--- config.mk ---
export PLATFORM = sky130hd
export DESIGN_NAME = fma_32_arbiter
export DESIGN_NICKNAME = d
export VERILOG_FILES = /design/src/rtl/fma_32_arbiter.sv
export SDC_FILE = /design/constraint.sdc
export NUM_CORES = 1
export LEC_CHECK = 0
export CORE_AREA = 2 2 140 142
export DETAILED_ROUTE_END_ITERATION = 10
export DIE_AREA = 0 0 142 144
export PLACE_DENSITY = 0.73
export REMOVE_ABC_BUFFERS = 1
export SETUP_SLACK_MARGIN = 0.4
export SYNTH_ARGS = -nofsm -noshare
export SYNTH_HDL_FRONTEND = slang
export SYNTH_SLANG_ARGS = --single-unit
--- constraint.sdc ---
create_clock -name clk -period 1.3 [get_ports clk]
set_clock_uncertainty 0.05 [all_clocks]
set_input_delay 0.13 -clock clk [delete_from_list [all_inputs] [get_ports clk]]
set_output_delay 0.13 -clock clk [all_outputs]
set_load 0.005 [all_outputs]
--- src/rtl/fma_32_arbiter.sv ---
// Two-requester arbiter in front of a shared fixed-latency FMA_32 pipeline.
// Latency: grant in T, fma_issue in T+1, response pulse in T+1+LAT; one issue per cycle.
// Backpressure: req_k_ready is a combinational grant; responses have no backpressure.
// Optional macro FMA_ARB_FIXED_PRIO_EN: requester 0 always wins a conflict (no RR pointer).
module fma_32_arbiter #(
  parameter int LAT = 3  // FMA pipeline depth, legal range 1..8
) (
  input  logic        clk,
  input  logic        rst_n,
  input  logic        req0_valid,
  output logic        req0_ready,
  input  logic [95:0] req0_abc,
  input  logic        req1_valid,
  output logic        req1_ready,
  input  logic [95:0] req1_abc,
  output logic        fma_issue,
  output logic [31:0] fma_a,
  output logic [31:0] fma_b,
  output logic [31:0] fma_c,
  input  logic [31:0] fma_result,
  output logic        resp0_valid,
  output logic        resp1_valid,
  output logic [31:0] resp_data,
  output logic        busy
);

  logic           gnt0;
  logic           gnt1;
  logic           issue_own;
  logic [LAT-1:0] tag_vld;
  logic [LAT-1:0] tag_own;

`ifdef FMA_ARB_FIXED_PRIO_EN
  // Fixed priority: requester 0 wins any conflict.
  always_comb begin
    gnt0 = req0_valid;
    gnt1 = req1_valid & ~req0_valid;
  end
`else
  logic ptr;  // preferred requester when both are valid

  // Round-robin: preferred requester wins a conflict, a lone requester always wins.
  always_comb begin
    gnt0 = 1'b0;
    gnt1 = 1'b0;
    if (req0_valid && req1_valid) begin
      gnt0 = ~ptr;
      gnt1 = ptr;
    end else begin
      gnt0 = req0_valid;
      gnt1 = req1_valid;
    end
  end

  // Pointer moves to the requester that was not granted; holds when idle.
  always_ff @(posedge clk or negedge rst_n) begin
    if (!rst_n) begin
      ptr <= 1'b0;
    end else if (gnt0) begin
      ptr <= 1'b1;
    end else if (gnt1) begin
      ptr <= 1'b0;
    end
  end
`endif

  // Ready is held low during reset so nothing is accepted before the first live edge.
  assign req0_ready = rst_n & gnt0;
  assign req1_ready = rst_n & gnt1;

  // Register the winning operands; operands hold their last value when idle.
  always_ff @(posedge clk or negedge rst_n) begin
    if (!rst_n) begin
      fma_issue <= 1'b0;
      issue_own <= 1'b0;
      fma_a     <= '0;
      fma_b     <= '0;
      fma_c     <= '0;
    end else begin
      fma_issue <= gnt0 | gnt1;
      issue_own <= gnt1;
      if (gnt0) begin
        fma_a <= req0_abc[95:64];
        fma_b <= req0_abc[63:32];
        fma_c <= req0_abc[31:0];
      end else if (gnt1) begin
        fma_a <= req1_abc[95:64];
        fma_b <= req1_abc[63:32];
        fma_c <= req1_abc[31:0];
      end
    end
  end

  // Tag pipeline mirrors the FMA pipeline so the last stage lines up with fma_result.
  always_ff @(posedge clk or negedge rst_n) begin
    if (!rst_n) begin
      tag_vld <= '0;
      tag_own <= '0;
    end else begin
      tag_vld[0] <= fma_issue;
      tag_own[0] <= issue_own;
      for (int i = 1; i < LAT; i++) begin
        tag_vld[i] <= tag_vld[i-1];
        tag_own[i] <= tag_own[i-1];
      end
    end
  end

  assign resp0_valid = tag_vld[LAT-1] & ~tag_own[LAT-1];
  assign resp1_valid = tag_vld[LAT-1] &  tag_own[LAT-1];
  assign resp_data   = fma_result;
  assign busy        = fma_issue | (|tag_vld);

endmodule

==> results of run 1 <==
[sequential cells by signal (all words and copies together), names as in the netlist]
register / count
tag_vld: 3
fma_issue: 1
fma_c: 32
issue_own: 1
fma_b: 32
fma_a: 32
ptr: 1
tag_own: 3
[worst max-delay path, delay by kind of cell, from the launching register on]
family / cells / cell delay [ns]
buf+inv: 4 / 0.53
flops: 1 / 0.43
compound gates: 2 / 0.28
simple gates: 1 / 0.14
[per-layer routing]
metal  global-route usage, %  share of wire [%]  vias to the layer above
met2                    34.9                 46                      301
met4                    5.95                2.3                        2
met1                    27.8                 41                     3019
met3                    9.90                9.9                       45
li1                        -                  -                     2849
met5                    4.01               0.34                        -
[worst paths after layout]
| kind | startpoint | slack [ns] | depth (start not counted) | endpoint |
|---|---|---|---|---|
| min in group clk | req0_valid | 0.08 | 3 | issue_own |
| worst max register to register | ptr | -0.28 | 7 | fma_b[22] |
| worst min register to register | tag_own[0] | 0.30 | 0 | tag_own[1] |
| max in group asynchronous | rst_n | 0.52 | 3 | ptr |
| worst max-delay path | ptr | -0.28 | 7 | fma_b[22] |
| worst min-delay path | rst_n | -0.11 | 2 | fma_c[18] |
[synth_stat cells]
cell	number
sky130_fd_sc_hd__and3_1	97
sky130_fd_sc_hd__inv_1	1
sky130_fd_sc_hd__buf_2	5
sky130_fd_sc_hd__o21a_1	1
sky130_fd_sc_hd__buf_8	4
sky130_fd_sc_hd__dfrtp_1	105
sky130_fd_sc_hd__buf_4	46
sky130_fd_sc_hd__or4_1	1
sky130_fd_sc_hd__clkbuf_1	25
sky130_fd_sc_hd__buf_6	12
sky130_fd_sc_hd__buf_1	4
sky130_fd_sc_hd__o21ai_1	63
sky130_fd_sc_hd__a31oi_1	96
sky130_fd_sc_hd__o21ai_0	33
sky130_fd_sc_hd__nor2b_1	1
sky130_fd_sc_hd__a21boi_0	1
sky130_fd_sc_hd__nand2_4	1
sky130_fd_sc_hd__mux2i_1	96
sky130_fd_sc_hd__and2_1	2
sky130_fd_sc_hd__or2_2	1
[cell type report]
class                      instances  area, sq um
tap                              238          298
inverter                           1         3.75
fill                            1716         8600
clock inverter                     4         31.3
multi-input combinational        393         3370
timing repair buffer             396         3910
sequential                       105         2630
clock buffer                      11          233
[per-stage QoR]
| step | hold slack (ns) | setup TNS [ns] | area [sq um] | utilization [%] | power [W] |
|---|---|---|---|---|---|
| after floorplan | -0.216 | -121.95 | 5340 | - | 0.00487 |
| after global placement | 0.204 | -0.561 | 8970 | 47.0 | 0.00701 |
| after detailed placement | 0.210 | -1.07 | 8970 | 47.0 | 0.00706 |
| after CTS | -0.0397 | -11.55 | 9750 | 51.1 | 0.0102 |
| after global routing | -0.0493 | -19.37 | 10500 | 54.9 | 0.0112 |
| final | -0.108 | -14.94 | 10500 | 54.9 | 0.0107 |
[timing repair]
action | in CTS | in global routing
hold endpoints to repair | 36 | 70
endpoints found under the setup margin | 199 | 259
cloned | 15 | 3
pin swaps | 11 | 4
gates resized for setup | 522 | 80
buffers inserted | 28 | 22
[cells in the final DEF, fill, tap and decap left out, drive strengths merged]
master	synthesis	routed
a21boi	1	1
a31oi	96	96
and2	2	2
and3	97	97
buf	71	201
clkbuf	25	13
clkdlybuf4s50	0	192
clkinv	0	1
clkinvlp	0	3
dfrtp	105	105
dlygate4sd3	0	1
inv	1	1
mux2i	96	96
nand2	1	1
nor2b	1	1
o21a	1	1
o21ai	96	96
or2	1	1
or4	1	1
[logic make-up after synthesis]
logic type	after synthesis	share of synthesized area [%]
compound gates	194	18.2
flops	105	43.7
simple gates	103	10.8
buf+inv	97	11.3
mux	96	16.0
[power groups by stage]
stage | combinational (W) | clock [W] | sequential, W
2_1_floorplan | 0.000804 | 0 | 0.00406
3_3_place_gp | 0.00301 | 0 | 0.00400
3_5_place_dp | 0.00306 | 0 | 0.00400
4_1_cts | 0.00365 | 0.00267 | 0.00393
5_1_grt | 0.00440 | 0.00281 | 0.00398
6_report | 0.00412 | 0.00261 | 0.00393
==> summary by stage, run 1 <==
Run status
The flow ran to the end, but the final reports show violations. The final reports fail on hold timing, setup timing.

Detailed routing
The number of DRC markers after the initial detailed-route iteration is 252. The average detailed-routed wire length per instance is 21.7 microns. After detailed routing, the total wire length is 24900 microns. The post-route antenna net violation count is 0.

The pre-antenna-repair detailed-routing pass consisted of 4 iterations. The number of remaining DRC errors is 0. The routed via count is 6216. Dividing the detail-routed via count by the number of cells gives 5.41.

Finish
The final cell count without fillers is 1148. Relative to the synthesized area, the layout overhead comes to 74.3%. After the last flow step, the layout net total stands at 1134. In the final layout, the share of cells above drive strength 1 is 35.7%. The number of antenna diodes in the final layout is 0.

Synthesis
The average size of a mapped cell is 10.1 sq um. The summed instance area of the synthesized netlist is 6010 sq um. Sequential cells were found to cover 43.7% of the synthesized design area. In this run, distinct cell masters in the synthesized netlist total 20. The synthesized instance count is 595. The number of warnings reported in the yosys synthesis log is 0. By area the synthesized netlist is led by sky130_fd_sc_hd__dfrtp_1 (44%), sky130_fd_sc_hd__mux2i_1 (16%), sky130_fd_sc_hd__and3_1 (10%). Counting flops and latches in the post-synthesis netlist gives 105. The largest total area in the synthesized netlist belongs to sky130_fd_sc_hd__dfrtp_1. The share of Yosys cell area claimed by the top area cell type is 43.7%.

Timing
Headroom to the max-slew limit came out at 54.9%. Based on the critical path, the design can be clocked at up to 633 MHz. On the final layout, the worst hold slack is -0.108 ns.

Across all setup checks in the final design, the least slack found is -0.279 ns. Setup repair after global routing could not meet its margin everywhere. For the pin with the worst max-slew slack, the measured transition is 0.676 ns.

Dividing the final minimum period by the clock period gives 121%. The final count of pins violating max slew is 0. The number of failing setup endpoints in the final timing report is 102. The number of failing hold endpoints at the final stage is 70. The final critical path time including I/O delays and setup is 1.58 ns.

Die
The core box area is 19100 sq um. The initial standard-cell utilization of the core is 31.5%. The vertical die dimension is 144 microns. The floorplan step defined a die boundary enclosing 20400 sq um. The count of standard-cell rows is 51. During I/O placement, the number of pins put on the boundary was 362.

In this run the horizontal extent of the chip is 142 microns.

CTS
The number of clock sinks seen by CTS is 105. Clock tree synthesis inserted a total of 9 buffers. The clock insertion delay at the later pin of the skew report is 0.35 ns. Buffers inserted to repair hold after CTS numbered 1.

Clock-pin slew was measured on the worst setup and hold paths at 0.08 ns. CTS built an H-tree with a depth of 3. TritonCTS built the clock tree. The cell at the root of the clock tree is sky130_fd_sc_hd__clkbuf_16. The longest clock path from root to sink contains 2 buffers.

Power
Summed over all nets, the switching power comes to 0.00322 W. The combinational cell fraction of total power is 38.6%. The part of the power in the clock network is 24.5%. The maximum VDD drop is 0.586 mV. Of the total power, the share spent switching nets is 30.2%. Sequential cells account for 36.9% of the total power.

The cell leakage power is 4.57 nW. The power per standard cell area is 1020 nW/um^2. The internal power is 0.00745 W.

Critical path
Counting stages on the worst path, the most repeated cell is sky130_fd_sc_hd__buf_12. Of all nets on the critical path, the largest fanout is 8. For the worst setup path, the data arrival time is 1.73 ns.

STA classifies the critical path startpoint as a flip-flop. Walking the worst path, the cells encountered are buf_6 -> buf_12 -> buf_12 -> buf_16 -> and3_4 -> a31oi_1 -> o21ai_1. STA puts the critical path data required time at 1.45 ns. The nature of the critical path endpoint is a flip-flop.

On the worst path, the slowest cell contributes a delay of 0.43 ns. For this design, the slowest cell found on the critical path is sky130_fd_sc_hd__dfrtp_2. The class of the most critical setup path is reg -> reg.

Global route
Summed over all layers, the global routing overflow is 0. The total global-route track usage is 22.3%. The largest net degree at the start of global routing is 84. The via count of the first global-routing pass came to 6024. The wire length of the first global-routing pass is 34500 microns. The initial antenna violation count is 0.

Min path
The worst min-delay path category is in -> async.

Place
The post-placement cell count is 1064. The congestion estimate from routability-driven global placement came to 0.795. The estimated wirelength of the detail-placed design is 15200 microns. The count of buffers added on input and output ports is 297. Prior to clock tree synthesis, the placed netlist has a worst setup slack of -0.234 ns.

Job
The tool flagged a number of max-cap violations equal to 0.
No activity file was read; power rests on OpenSTA's default activity.
==> run 2: changes to the inputs <==
- SKIP_CTS_REPAIR_TIMING: unset -> 1
==> summary by stage, run 2 (synthesized netlist as in run 1, its figures left out) <==
Timing
The worst slack on hold paths is -0.153 ns (-0.0449 ns). The number of failing hold endpoints at the final stage is 106 (+51%). The number of failing setup endpoints in the final timing report is 97 (-4.9%). The post-route fraction of the period consumed by the critical path is 118% (-3.0 points).

The highest achievable clock rate is 650 MHz (+2.6%). The worst max-slew margin expressed relative to the limit is 53.8% (-1.1 points). The setup slack after layout is -0.239 ns (+0.0396 ns).

Setup repair after global routing could not meet its margin everywhere. The final critical path time including I/O delays and setup is 1.54 ns (-0.0396 ns). The final count of pins violating max slew is 0 (unchanged). The worst-margin pin slew is 0.693 ns (+0.0171 ns).

Detailed routing
The post-route antenna net violation count is 0 (unchanged). The total wirelength of the detailed-routed design is 25800 microns (+3.7%). The average detailed-routed wire length per instance is 22.7 microns (+4.7%). The number of DRC markers after the initial detailed-route iteration is 258 (+2.4%). The routed via count is 6219 (+0.048%). The number of remaining DRC errors is 0 (unchanged). The number of optimization iterations in the first detailed-route pass came to 4 (unchanged). The detail-routed via count per cell is 5.46 (+0.93%).

CTS
The cell at the root of the clock tree is sky130_fd_sc_hd__clkbuf_16. The maximum clock path buffer count is 2 (unchanged). The clock edge transition at the registers on the reported setup and hold paths is 0.08 ns (about the same).

The TritonCTS buffer count came to 9 (unchanged). The number of clock sinks seen by CTS is 105 (unchanged). The CTS H-tree depth is 3 (unchanged). The clock insertion delay at the later pin of the skew report is 0.35 ns (about the same). The TritonCTS clock tree is yes.

Global route
The via count of the first global-routing pass is 5608 (-6.9%). The largest net degree at the start of global routing is 84 (unchanged). The total global-route track usage came to 19.6% (-2.7 points).

The wire length of the first global-routing pass came to 30900 microns (-11%). The initial antenna violation count is 0 (unchanged). The global-route congestion overflow total came to 0 (unchanged).

Place
The estimated wirelength of the detail-placed design is 15200 microns (unchanged). The final RePlAce weighted congestion is 0.795 (unchanged). The post-placement cell count is 1064 (unchanged). The count of port buffers added during placement is 297 (unchanged).

Critical path
The launch instance of the worst register-to-register path is ptr. The critical path is of the reg -> out type. The required time reported for the critical path endpoint is 1.12 ns (-0.33 ns). The arrival time of data at the critical path endpoint is 1.36 ns (-0.37 ns). The maximum fanout along the worst path was 2 (-6). The register-to-register setup slack is -0.19 ns (+0.09 ns). The worst setup path is captured at an output pin. The cell depth of the worst flop-to-flop path is 6 (-1).

The worst register-to-register path ends at fma_a[18]. The worst setup path is launched from a flip-flop.

Die
The vertical die dimension is 144 microns (unchanged). The floorplan die area is 20400 sq um (unchanged). The horizontal die dimension is 142 microns (unchanged).

The initial standard-cell utilization of the core is 31.5% (unchanged). The core box area was 19100 sq um (unchanged). The number of top-level design ports is 362 (unchanged). The count of standard-cell rows is 51 (unchanged).

Power
The proportion of power drawn by flip-flops and latches came to 37.5% (+0.6 points). The switching share of power is 31.3% (+1.1 points). The switching power of the nets came to 0.00330 W (+2.4%). The part of the power in the clock network is 24.7% (+0.2 points). The maximum VDD drop is 0.541 mV (-7.7%). The combinational cell fraction of total power is 37.8% (-0.8 points). The cell leakage power is 4.62 nW (+1.2%). The power per standard cell area came to 1010 nW/um^2 (-1.1%). The internal power is 0.00725 W (-2.6%). The post-route total power is 0.0106 W (-1.1%).

Finish
The growth of design area from synthesis to finish came to 74.3% (about the same). The count of nets after finishing is 1124 (-0.88%). The number of diodes added for antenna fixing came to 0 (unchanged).

The library cells used most frequently in the layout, excluding fill and tap cells, are sky130_fd_sc_hd__clkdlybuf4s50_1 (192), sky130_fd_sc_hd__dfrtp_1 (104), sky130_fd_sc_hd__mux2i_1 (96). The largest registers in the layout are fma_a: 32 flops, fma_b: 32 flops, fma_c: 32 flops. The final cell count without fillers is 1138 (-0.87%). Leaving out fill and tap cells, the most frequent cell in the layout is sky130_fd_sc_hd__clkdlybuf4s50_1.

The fraction of layout instances using a drive strength above 1 is 33.4% (-2.3 points).

Job
The number of maximum-capacitance constraint violations was 0 (unchanged).

Run status
The run finished, with violations left. The checks that failed: hold timing, setup timing.

Min path
The worst min-delay path category is in -> async.
run 2: cell types whose count changed in the layout (fill, tap and decap cells not counted), moves of 13 or more:
cell,delta
sky130_fd_sc_hd__and3_4,-46
sky130_fd_sc_hd__clkbuf_2,+34
sky130_fd_sc_hd__and3_1,+46
sky130_fd_sc_hd__buf_16,-14
sky130_fd_sc_hd__buf_2,-35
sky130_fd_sc_hd__clkbuf_16,+13
sky130_fd_sc_hd__a31oi_4,+25
sky130_fd_sc_hd__a31oi_1,-25
run 2: per-layer routing:
layer | track usage, % | part of all wire, %
met3 | 9.60 | 10
met4 | 4.53 | 2.6
met2 | 30.1 | 46
met1 | 24.5 | 41
met5 | 4.01 | 0.33
run 2: critical path: stages, from the launching register on:
cell	delay [ns]
sky130_fd_sc_hd__dfrtp_1	0.38
sky130_fd_sc_hd__or4_1	0.51
sky130_fd_sc_hd__clkbuf_2	0.12
run 2: metrics by stage:
| step | util, % | hold slack, ns | setup WS (ns) | TNS (ns) | instance area (sq um) |
|---|---|---|---|---|---|
| global placement | 47.0 | 0.204 | -0.218 | -0.561 | 8970 |
| finish | 54.9 | -0.153 | -0.239 | -7.19 | 10500 |
| CTS | 48.4 | -0.165 | -0.615 | -14.22 | 9230 |
| global route | 54.9 | -0.135 | -0.308 | -11.48 | 10500 |
| floorplan | - | -0.216 | -1.27 | -121.95 | 5340 |
| detailed placement | 47.0 | 0.210 | -0.234 | -1.07 | 8970 |
run 2: cell type report:
type / count / area (sq um)
sequential: 105 / 2630
timing repair buffer: 386 / 3740
multi-input combinational: 393 / 3540
tap: 238 / 298
inverter: 1 / 3.75
fill: 1703 / 8600
clock buffer: 11 / 233
clock inverter: 4 / 31.3
run 2: how the worst max path moves through the flow:
stage	start	endpoint	slack, ns	cells past startpoint
floorplan	ptr	req0_ready	-1.27	2
global placement	tag_vld[2]	busy	-0.22	2
detailed placement	ptr	req1_ready	-0.23	4
CTS	ptr	req1_ready	-0.62	4
global route	tag_vld[2]	busy	-0.31	2
finish	tag_vld[2]	busy	-0.24	2
run 2: power by group through the flow:
stage | registers (W) | logic, W | clock network, W
after floorplan | 0.00406 | 0.000804 | 0
after global placement | 0.00400 | 0.00301 | 0
after detailed placement | 0.00400 | 0.00306 | 0
after CTS | 0.00395 | 0.00307 | 0.00267
after global routing | 0.00400 | 0.00423 | 0.00281
final | 0.00395 | 0.00399 | 0.00261
